### config.mk
export PLATFORM = sky130hd
export DESIGN_NAME = pll_dyn_cfg_ctrl
export DESIGN_NICKNAME = d
export VERILOG_FILES = /design/src/rtl/pll_cfg_pkg.sv /design/src/rtl/sync_2ff.sv /design/src/rtl/pll_dyn_cfg_ctrl.sv
export SDC_FILE = /design/constraint.sdc
export NUM_CORES = 1
export LEC_CHECK = 0
export ABC_AREA = 0
export ABC_CLOCK_PERIOD_IN_PS = 4770
export CORE_MARGIN = 4
export CORE_UTILIZATION = 43
export DETAILED_ROUTE_END_ITERATION = 6
export DONT_BUFFER_PORTS = 1
export PLACE_DENSITY = 0.6
export SLEW_MARGIN = 10
export SYNTH_ARGS = -nofsm -noshare
export SYNTH_HDL_FRONTEND = slang
export SYNTH_SLANG_ARGS = --single-unit
export TNS_END_PERCENT = 50
### constraint.sdc
create_clock -name clk -period 4.77 [get_ports clk]
set_clock_uncertainty 0.1 [all_clocks]
set_input_delay 1.1925 -clock clk [delete_from_list [all_inputs] [get_ports clk]]
set_output_delay 1.1925 -clock clk [all_outputs]
set_load 0.01 [all_outputs]
### src/rtl/pll_cfg_pkg.sv
// Shared constants and FSM state type for the PLL dynamic-configuration controller.
// PLL_CFG_READBACK_EN adds the READ/CMP states used for write verification.
package pll_cfg_pkg;

  localparam logic [1:0] MD_NOP     = 2'b00;
  localparam logic [1:0] MD_WRITE   = 2'b01;
  localparam logic [1:0] MD_READ    = 2'b10;
  localparam logic [1:0] MD_SETADDR = 2'b11;

  localparam logic [1:0] STAT_OK           = 2'b00;
  localparam logic [1:0] STAT_BAD_ARG      = 2'b01;
  localparam logic [1:0] STAT_LOCK_TIMEOUT = 2'b10;
  localparam logic [1:0] STAT_RB_MISMATCH  = 2'b11;

  localparam logic [7:0] DIV_MIN = 8'd2;
  localparam logic [7:0] DIV_MAX = 8'd128;

  typedef enum logic [3:0] {
    S_IDLE,
    S_CHECK,
    S_SETADDR,
    S_WRITE,
`ifdef PLL_CFG_READBACK_EN
    S_READ,
    S_CMP,
`endif
    S_PRST,
    S_WLOCK,
    S_RESP
  } state_t;

endpackage

### src/rtl/sync_2ff.sv
// Two-flop synchroniser for a single asynchronous level signal.
module sync_2ff (
  input  logic i_clk,
  input  logic i_reset,
  input  logic i_d,
  output logic o_q
);

  logic r_meta;
  logic r_sync;

  always_ff @(posedge i_clk or posedge i_reset) begin
    if (i_reset) begin
      r_meta <= 1'b0;
      r_sync <= 1'b0;
    end else begin
      r_meta <= i_d;
      r_sync <= r_meta;
    end
  end

  assign o_q = r_sync;

endmodule

### src/rtl/pll_dyn_cfg_ctrl.sv
// Runtime ODIV reprogramming for a GW5A PLLA over its MD port: write, reset, wait for lock, respond.
// Define PLL_CFG_READBACK_EN to read back and compare the written divider before resetting the PLL.
module pll_dyn_cfg_ctrl
  import pll_cfg_pkg::*;
#(
  parameter int         NUM_CH         = 3,
  parameter logic [7:0] ODIV_BASE_ADDR = 8'h10,
  parameter int         RST_CYCLES     = 16,
  parameter int         LOCK_TIMEOUT   = 65535,
  parameter logic [7:0] DIV_RST_VAL    = 8'd8
) (
  input  logic                  clk,
  input  logic                  reset,
  input  logic                  cmd_valid,
  output logic                  cmd_ready,
  input  logic [2:0]            cmd_ch,
  input  logic [7:0]            cmd_div,
  output logic                  rsp_valid,
  output logic [1:0]            rsp_status,
  output logic                  busy,
  output logic [8*NUM_CH-1:0]   cfg_div,
  input  logic                  pll_lock,
  output logic                  pll_reset,
  output logic [1:0]            mdopc,
  output logic                  mdainc,
  output logic [7:0]            mdwdi,
  input  logic [7:0]            mdrdo
);

  localparam int         CNT_MAX  = (LOCK_TIMEOUT > RST_CYCLES) ? LOCK_TIMEOUT : RST_CYCLES;
  localparam int         CW       = $clog2(CNT_MAX + 1);
  localparam logic [3:0] CH_LIMIT = 4'(NUM_CH);

  state_t                r_state;
  logic [2:0]            r_ch;
  logic [7:0]            r_div;
  logic [CW-1:0]         r_cnt;
  logic                  r_cmd_ready;
  logic                  r_rsp_valid;
  logic [1:0]            r_status;
  logic                  r_busy;
  logic [8*NUM_CH-1:0]   r_cfg_div;
  logic                  r_pll_reset;
  logic [1:0]            r_mdopc;
  logic [7:0]            r_mdwdi;

  logic w_lock;
  logic w_bad_arg;

  sync_2ff u_lock_sync (
    .i_clk   (clk),
    .i_reset (reset),
    .i_d     (pll_lock),
    .o_q     (w_lock)
  );

  assign w_bad_arg = ({1'b0, r_ch} >= CH_LIMIT) || (r_div < DIV_MIN) || (r_div > DIV_MAX);

`ifndef PLL_CFG_READBACK_EN
  logic w_unused_mdrdo;
  assign w_unused_mdrdo = ^mdrdo;
`endif

  always_ff @(posedge clk or posedge reset) begin
    if (reset) begin
      r_state     <= S_IDLE;
      r_ch        <= 3'd0;
      r_div       <= 8'd0;
      r_cnt       <= '0;
      r_cmd_ready <= 1'b1;
      r_rsp_valid <= 1'b0;
      r_status    <= STAT_OK;
      r_busy      <= 1'b0;
      r_cfg_div   <= {NUM_CH{DIV_RST_VAL}};
      r_pll_reset <= 1'b0;
      r_mdopc     <= MD_NOP;
      r_mdwdi     <= 8'd0;
    end else begin
      case (r_state)
        S_IDLE: begin
          if (cmd_valid && r_cmd_ready) begin
            r_ch        <= cmd_ch;
            r_div       <= cmd_div;
            r_cmd_ready <= 1'b0;
            r_busy      <= 1'b1;
            r_state     <= S_CHECK;
          end
        end
        S_CHECK: begin
          if (w_bad_arg) begin
            r_status    <= STAT_BAD_ARG;
            r_rsp_valid <= 1'b1;
            r_busy      <= 1'b0;
            r_state     <= S_RESP;
          end else begin
            r_mdopc <= MD_SETADDR;
            r_mdwdi <= ODIV_BASE_ADDR + {5'd0, r_ch};
            r_state <= S_SETADDR;
          end
        end
        S_SETADDR: begin
          r_mdopc <= MD_WRITE;
          r_mdwdi <= r_div;
          r_state <= S_WRITE;
        end
`ifdef PLL_CFG_READBACK_EN
        S_WRITE: begin
          r_mdopc <= MD_READ;
          r_mdwdi <= 8'd0;
          r_state <= S_READ;
        end
        S_READ: begin
          r_mdopc <= MD_NOP;
          r_state <= S_CMP;
        end
        // Read data is valid the cycle after the READ opcode.
        S_CMP: begin
          if (mdrdo == r_div) begin
            r_pll_reset <= 1'b1;
            r_cnt       <= '0;
            r_state     <= S_PRST;
          end else begin
            r_status    <= STAT_RB_MISMATCH;
            r_rsp_valid <= 1'b1;
            r_busy      <= 1'b0;
            r_state     <= S_RESP;
          end
        end
`else
        S_WRITE: begin
          r_mdopc     <= MD_NOP;
          r_mdwdi     <= 8'd0;
          r_pll_reset <= 1'b1;
          r_cnt       <= '0;
          r_state     <= S_PRST;
        end
`endif
        S_PRST: begin
          if (r_cnt == CW'(RST_CYCLES - 1)) begin
            r_pll_reset <= 1'b0;
            r_cnt       <= '0;
            r_state     <= S_WLOCK;
          end else begin
            r_cnt <= r_cnt + CW'(1);
          end
        end
        S_WLOCK: begin
          if (w_lock) begin
            for (int i = 0; i < NUM_CH; i++) begin
              if (r_ch == 3'(i)) r_cfg_div[i*8 +: 8] <= r_div;
            end
            r_status    <= STAT_OK;
            r_rsp_valid <= 1'b1;
            r_busy      <= 1'b0;
            r_state     <= S_RESP;
          end else if (r_cnt >= CW'(LOCK_TIMEOUT - 1)) begin
            r_status    <= STAT_LOCK_TIMEOUT;
            r_rsp_valid <= 1'b1;
            r_busy      <= 1'b0;
            r_state     <= S_RESP;
          end else if (r_cnt != {CW{1'b1}}) begin
            r_cnt <= r_cnt + CW'(1);
          end
        end
        S_RESP: begin
          r_rsp_valid <= 1'b0;
          r_cmd_ready <= 1'b1;
          r_state     <= S_IDLE;
        end
        default: begin
          r_state <= S_IDLE;
        end
      endcase
    end
  end

  assign cmd_ready  = r_cmd_ready;
  assign rsp_valid  = r_rsp_valid;
  assign rsp_status = r_status;
  assign busy       = r_busy;
  assign cfg_div    = r_cfg_div;
  assign pll_reset  = r_pll_reset;
  assign mdopc      = r_mdopc;
  assign mdainc     = 1'b0;
  assign mdwdi      = r_mdwdi;

endmodule

==> results.yml <==
run_status:
  status: "completed"
cts:
  ctsRootBufferMaster: "clkbuf_8"
  cts_sinks: 72
  cts_tree: "done"
  htreeDepth: 3
  ctsResizeCount: 0
  numCtsBuffers: 9
  hold_buffers: 0
  clock_latency_ns: 0.35
  clkTransAtPathRegs_ns: 0.08
  clock_path_buffers: 2
  post_cts_buffers: 0
drt:
  drt-wirelength-per-cell_um: 18.49
  wirelength_mm: 7.230
  firstDrtPassIters: 5
  vias: 2247
  drc: 0
  ant_nets: 0
  viasPerCell: 5.747
  drt_iter0_drc: 155
critical_path:
  timing.rr.start: "r_state[2]"
  rr_endpoint: "r_cnt[3]"
  crit_path_end_kind: "flop"
  crit_end: "r_cnt[3]"
  reg2reg_slack_ns: 2.24
  required_ns: 4.91
  worst-path-max-fanout: 17
  cp-start-kind: "flop"
  rr_worst_depth: 5
  crit_start: "r_state[2]"
  critical_path_class: "flop to flop"
  cp.arrival_ns: 2.66
timing:
  fin_setup_tns_ns: 0
  max-slew-margin-rel_pct: 26.40
  finalMaxSlewViolations: 0
  rsz0062_at_grt: "no"
  setup_viol: 0
  timing.final.hold_violations: 0
  finalCriticalPeriod_ns: 2.529
  tightest_slew_ns: 1.100
  fin_crit_sh_pct: 53.02
  max_freq_mhz: 395.4
floorplan:
  core-area_um2: 7408
  die-height_um: 96.26
  io_pins: 64
  initial_core_util_pct: 45.21
  dieArea_um2: 9265
  die_w_um: 96.26
  row_count: 31
layout:
  seq_area_um2: 1807
  diodes: 0
  final_cell_mix: "dfrtp_1, mux2_2, nor2_1, nand2_1, o21ai_0"
  finalInstanceArea_um2: 3595
  area_delta_synth_final_pct: 7.322
  layout_commonest_cell: "dfrtp_1"
  drive_gt1_share_pct: 25.34
  fillers: 692
  multi_input_area_um2: 1426
  fin_nets: 312
  final_cells: 391
pwr:
  power_density_nw_per_um2: 579.8
  total_power_mw: 2.084
  vdd_drop_max_mv: 0.3955
  p_leak_nw: 1.622
global_route:
  track_usage_pct: 17.06
  grt-busiest-layer: "met1"
  antenna_found_initial: 1
  met3_usage_pct: 6.959
  grt_max_degree: 38
  grt_use_met2_pct: 23.86
  grt_util_met1_pct: 23.96
  grt_overflow: 0
  first_global_vias: 2282
  grt_pass1_wl_mm: 11.85
synthesis:
  synthArstFlopShare_pct: 100.0
  syn_area_um2: 3349
  synth_top_family_by_area: "simple AND/OR/NAND/NOR gates"
  syn_nets: 310
  avgSynthCellArea_um2: 11.75
  synthAdderAreaFrac_pct: 0.7471
  synth_compound_area_share_pct: 13.67
  synth_cell_type_count: 62
  yosysSeqAreaShare_pct: 53.94
  synth_edf_count: 0
  synth_xor_area_share_pct: 1.307
  synthCells: 285
  synth-main-ff-cell: "dfrtp_1"
  ys_ff_latch: 72
  yosys_warnings: 0
  synthMuxAreaShare_pct: 12.18
  yosys.area_share.simple_pct: 14.57
min_path:
  hold_depth: 0
  min_from: "u_lock_sync.r_meta"
  holdCritPathClass: "flop to flop"
placement:
  place_area_um2: 3410
  hpwl_mm: 5.075
  port_buffers: 0
  dp_cells: 375
  gp_congestion: 0.8161
job:
  maxCapViolCount: 0
## flip-flops by register name (all words and copies together), names as in the netlist
signal              flops
cfg_div                24
r_cnt                  16
mdwdi                   8
r_div                   8
r_ch                    3
r_state                 3
mdopc                   2
rsp_status              2
busy                    1
cmd_ready               1
pll_reset               1
rsp_valid               1
u_lock_sync.o_q         1
u_lock_sync.r_meta      1
## cells by family (layout without fill, tap and decap cells)
| logic type | count (synthesis) | after routing |
|---|---|---|
| other cells | 1 | 1 |
| fa+ha+maj | 2 | 2 |
| xor+xnor | 5 | 5 |
| simple gates | 84 | 84 |
| compound gates | 63 | 63 |
| flops | 72 | 72 |
| mux | 36 | 36 |
| buf+inv | 22 | 29 |
## worst min-delay path by stage
stage | endpoint | slack, ns
after global routing | u_lock_sync.o_q | 0.28
after CTS | u_lock_sync.o_q | 0.25
final | u_lock_sync.o_q | 0.25
after detailed placement | u_lock_sync.o_q | 0.23
after floorplan | u_lock_sync.o_q | 0.23
after global placement | u_lock_sync.o_q | 0.24
## critical path, stage by stage, from the launching register on
cell and delay, ns:
dfrtp_1 0.71, nand3b_1 0.26, nor4_4 0.48, a21o_1 0.44
nor2_1 0.19, a22o_1 0.23
## cells in the mapped netlist, types with 3 or more instances
library cell	count	area [µm²]
nand2b_1	3	18.77
nor2b_1	4	25.02
a21oi_1	12	60.06
inv_1	12	45.04
nand4_1	4	25.02
nor4_1	5	31.28
o31ai_1	4	30.03
dfrtp_1	68	1702
a22o_1	7	61.31
o21ai_0	15	75.07
nand2_1	15	56.30
and3_1	5	31.28
buf_2	3	15.01
dfstp_2	4	105.1
nand3_1	7	35.03
nor2_1	21	78.83
mux2_2	34	382.9
o21a_1	3	22.52
xnor2_1	5	43.79
buf_6	3	33.78
## where the power goes
group	total, mW	internal, mW	switching [mW]
Clock	0.462	0.200	0.262
Sequential	1.10	0.813	0.289
Combinational	0.520	0.249	0.271
## metal layers
layer / vias to the layer above / wire (µm)
li1: 1048 / -
met1: 1120 / 3402
met2: 70 / 3157
met3: 7 / 600
met4: 2 / 61
met5: - / 7
## stage by stage
stage                     hold slack [ns]  util [%]  setup slack (ns)
after global placement             0.2372     46.02             2.062
final                              0.2529     48.52             2.241
after global routing               0.2755     48.52             2.000
after detailed placement           0.2347     46.02             2.045
after floorplan                    0.2312         -             1.659
after CTS                          0.2541     48.52             2.261
## layout make-up
type	count	share of cell area, %
clock buffer	9	3.446
timing repair buffer	1	0.2088
clock inverter	7	1.706
inverter	12	1.253
sequential	72	50.26
tap	99	3.446
multi-input combinational	191	39.68
Note: power is estimated with default switching activity, not from simulation.
